## src/rtl/pmp_pkg.sv

```systemverilog
// Shared constants and types for the PMP access checker.
//   - A-field encodings of a pmpcfg byte
//   - bit positions inside a pmpcfg byte
//   - privilege level encodings
//   - checker FSM state encoding
//   - request/response bundles held by the checker
package pmp_pkg;

   typedef enum logic [1:0] {
      PMP_OFF   = 2'd0,
      PMP_TOR   = 2'd1,
      PMP_NA4   = 2'd2,
      PMP_NAPOT = 2'd3
   } pmp_a_e;

   localparam int unsigned CFG_R    = 0;
   localparam int unsigned CFG_W    = 1;
   localparam int unsigned CFG_X    = 2;
   localparam int unsigned CFG_A_LO = 3;
   localparam int unsigned CFG_A_HI = 4;
   localparam int unsigned CFG_L    = 7;

   typedef enum logic [1:0] {
      PRIV_U = 2'd0,
      PRIV_S = 2'd1,
      PRIV_M = 2'd3
   } priv_e;

   localparam logic [1:0] ST_IDLE = 2'd0;
   localparam logic [1:0] ST_WALK = 2'd1;
   localparam logic [1:0] ST_RESP = 2'd2;

   typedef struct packed {
      logic [31:0] waddr;
      logic [2:0]  access;
      logic [1:0]  priv;
   } pmp_req_t;

   typedef struct packed {
      logic       allow;
      logic       match;
      logic [3:0] idx;
   } pmp_resp_t;

endpackage

```

## src/rtl/pmp_entry_match.sv

```systemverilog
// Combinational address match for a single PMP entry.
//   cfg   : pmpcfg byte of the entry (only the A field matters here)
//   p     : pmpaddr of the entry (word address)
//   lo    : pmpaddr of the previous entry, 0 for entry 0 (TOR lower bound)
//   addr  : word address of the access
//   match : entry covers addr
module pmp_entry_match
   import pmp_pkg::*;
(
   input  logic [7:0]  cfg,
   input  logic [31:0] p,
   input  logic [31:0] lo,
   input  logic [31:0] addr,
   output logic        match
);

   logic [31:0] napot_mask;
   logic        unused_cfg;

   assign unused_cfg = ^{cfg[7:5], cfg[2:0]};

   // Trailing ones of p plus the first zero span the region; p+1 wraps so
   // an all-ones p yields an all-ones mask and matches everything.
   assign napot_mask = p ^ (p + 32'd1);

   always_comb begin
      match = 1'b0;
      case (pmp_a_e'(cfg[CFG_A_HI:CFG_A_LO]))
         PMP_TOR:   match = (lo < p) && (addr >= lo) && (addr < p);
         PMP_NA4:   match = (addr == p);
         PMP_NAPOT: match = ((addr ^ p) & ~napot_mask) == 32'd0;
         default:   match = 1'b0;
      endcase
   end

endmodule

```

## config.mk

```make
export PLATFORM = sky130hd
export DESIGN_NAME = pmp_entry_match
export DESIGN_NICKNAME = d
export VERILOG_FILES = /design/src/rtl/pmp_pkg.sv /design/src/rtl/pmp_entry_match.sv
export SDC_FILE = /design/constraint.sdc
export NUM_CORES = 1
export LEC_CHECK = 0
export ABC_AREA = 1
export CAP_MARGIN = 40
export CORE_MARGIN = 4
export CORE_UTILIZATION = 50
export DETAILED_ROUTE_END_ITERATION = 6
export PLACE_DENSITY = 0.95
export SYNTH_ARGS = -nofsm -noshare
export SYNTH_HDL_FRONTEND = slang
export SYNTH_SLANG_ARGS = --single-unit
```

## constraint.sdc

```tcl
create_clock -name vclk -period 2.7
set_clock_uncertainty 0.05 [all_clocks]
set_input_delay 0.405 -clock vclk [all_inputs]
set_output_delay 0.405 -clock vclk [all_outputs]
set_load 0.01 [all_outputs]
```

==> impl_results.md <==
* Inst Count DP at 825
* Post-route insts no fill at 830
* Leakage Power at 3.47 nW
* Status: finished, violations left
* Worst-margin pin slew at 397 ps
* Fin. Hold Viols at 0
* Netlist Area Pre-Place at 3240 um2
* Synthesized instance count at 584
* Share of cells above drive strength 1 at 0.296
* CP Launch Point: p[0]
* Total Nets Final at 955
* Post-Syn Area per Cell at 5.54 um2
* Via density at 6.38
* Total track usage at 0.310
* Area of the multi-input gates at 3510 um2
* Crit path max fanout at 5
* Initial core utilization at 0.512
* Initial antenna violation count at 0
* Core Region at 6310 um2
* WS Path Type: in -> out
* P per Cell Area at 171 nW/um2
* Final wirelength at 18100 um
* Layout Area Growth over Synthesis at 77.5%
* Worst EP arrival at 2610 ps
* Yosys warning count at 0
* WL/cell at 21.8 um
* Final setup viols at 1
* Vias at 5299
* CP Launch Type: input pin
* Final worst slack at -364 ps
* Pin count of the biggest net entering global routing at 6
* Residual DRC count at 127
* DP Wirelength at 9340 um
* Most common cell after layout, fill and taps aside: nand2_1
* Die Ht at 88.4 um
* GRT Residual Overflow at 0
* Die width at 88.4 um
* Fillers at 244
* Global-route wire length before repair at 19900 um
* Full die area at 7820 um2
* # port buffers at 99
* Routed wl met2 at 8110 um
* M1 WL at 5810 um
* CP Capture Type: output pin
* Post-Syn Nets at 784
* Fin Setup TNS at -364 ps
* Vias in the first global route at 4742
* First-iteration detailed-routing DRC count at 692
* Placer Congestion at 0.990
* I/O pins at 105
* Worst hold start: cfg[4]
* Max-cap viol count at 0
* Final period utilization at 1.13
* Most frequent cells in the layout: 169 x nand2_1, 95 x inv_1, 69 x buf_4, 65 x dlymetal6s2s_1, 57 x ha_1
* Number of core rows at 29
* Detailed Routing Iterations Pass 1 at 7
* Minimum clock period at 3060 ps
* FFs & Latches at 0
* Met3 WL post-DR at 2270 um
* Ant. Diodes at 0
* Fmax at 0.326 GHz
* Slew HR at 0.735
* Max-slew violation count at 0
* Clock buffer cells at 0
* Worst hold path class: in -> out
* Antenna Nets Post-Route at 0
* Highest routed layer: met5
* Data required, critical path at 2250 ps
* Total area of sequential cells at 0 um2
* VDD IR max at 0.134 mV
* Yosys cell types at 21
* Sequential element share of the synthesized area at 0
* Failing checks: design-rule violations, negative setup slack
[synthesized netlist by cell type]
cell type  number  area share
inv_1         125        0.15
nand2_1       189        0.22
ha_1           96        0.37
nand2_2         2      0.0039
nand3b_1        2      0.0046
o21a_1          2      0.0046
nor2_2          3      0.0058
o21ai_0        10       0.015
a21oi_1        34       0.053
o22ai_1         2      0.0039
xor2_1          1      0.0027
nor3_1          5      0.0077
nand4_1        10       0.019
o21bai_1        7       0.016
o211ai_1        1      0.0023
and2_1          3      0.0058
nor2_1         70       0.081
nor2_4          1      0.0035
inv_2           2      0.0023
a21o_1          4      0.0093
nand3_1        15       0.023
[layout make-up]
cell class                 instances  share of cell area
tap                               77              0.0168
multi-input combinational        457               0.611
timing repair buffer             169               0.289
inverter                         127              0.0830
[path summary, 6_finish.rpt]
path / to / slack (ps) / cells past startpoint
max: match / -360 / 15
min: match / 1580 / 4
[stage by stage]
step | hold WS (ps) | setup slack, ps | power, mW | area [um2] | utilization
floorplan | 933 | 736 | 0.335 | 3240 | -
global placement | 1880 | -491 | 0.667 | 4810 | 0.762
detailed placement | 1890 | -517 | 0.702 | 4810 | 0.762
CTS | 1550 | 0.654 | 0.736 | 5020 | 0.796
global route | 1610 | -418 | 1.04 | 5740 | 0.910
finish | 1580 | -364 | 0.981 | 5740 | 0.910
[critical path: stages]
cell           delay [ps]
dlygate4sd2_1         250
ha_2                  210
nand3_2               180
inv_2                 170
nand2_2                90
nor2_4                160
nand3_1               100
nand2_1               120
nand2_1               170
nor2_1                170
nand2_1               110
nor2_2                170
nand3_2               100
nand3_2                90
buf_6                 100
[timing repair]
item,CTS,global route
endpoints found under the hold margin,0,0
endpoints found under the setup margin,1,1
pin swaps,13,59
gates resized for setup,54,194
hold buffers,0,0
buffers inserted,2,3
[per-layer routing]
metal / vias up / global-route usage
met5: - / 0
met4: 2 / 0.166
met3: 242 / 0.0577
met2: 574 / 0.571
met1: 2292 / 0.331
li1: 2189 / -
[kinds of logic after synthesis]
family,after synthesis,share of synthesized area
AND/OR/NAND/NOR,300,0.374
buffers and inverters,127,0.147
adder cells (fa/ha/maj),96,0.371
AO/OA/AOI/OAI,60,0.104
XOR/XNOR,1,0.00271
[power breakdown]
part           switching [mW]  internal [mW]
Combinational           0.523          0.458
Sequential                  0              0
Clock                       0              0
No activity file was read; power rests on OpenSTA's default activity.
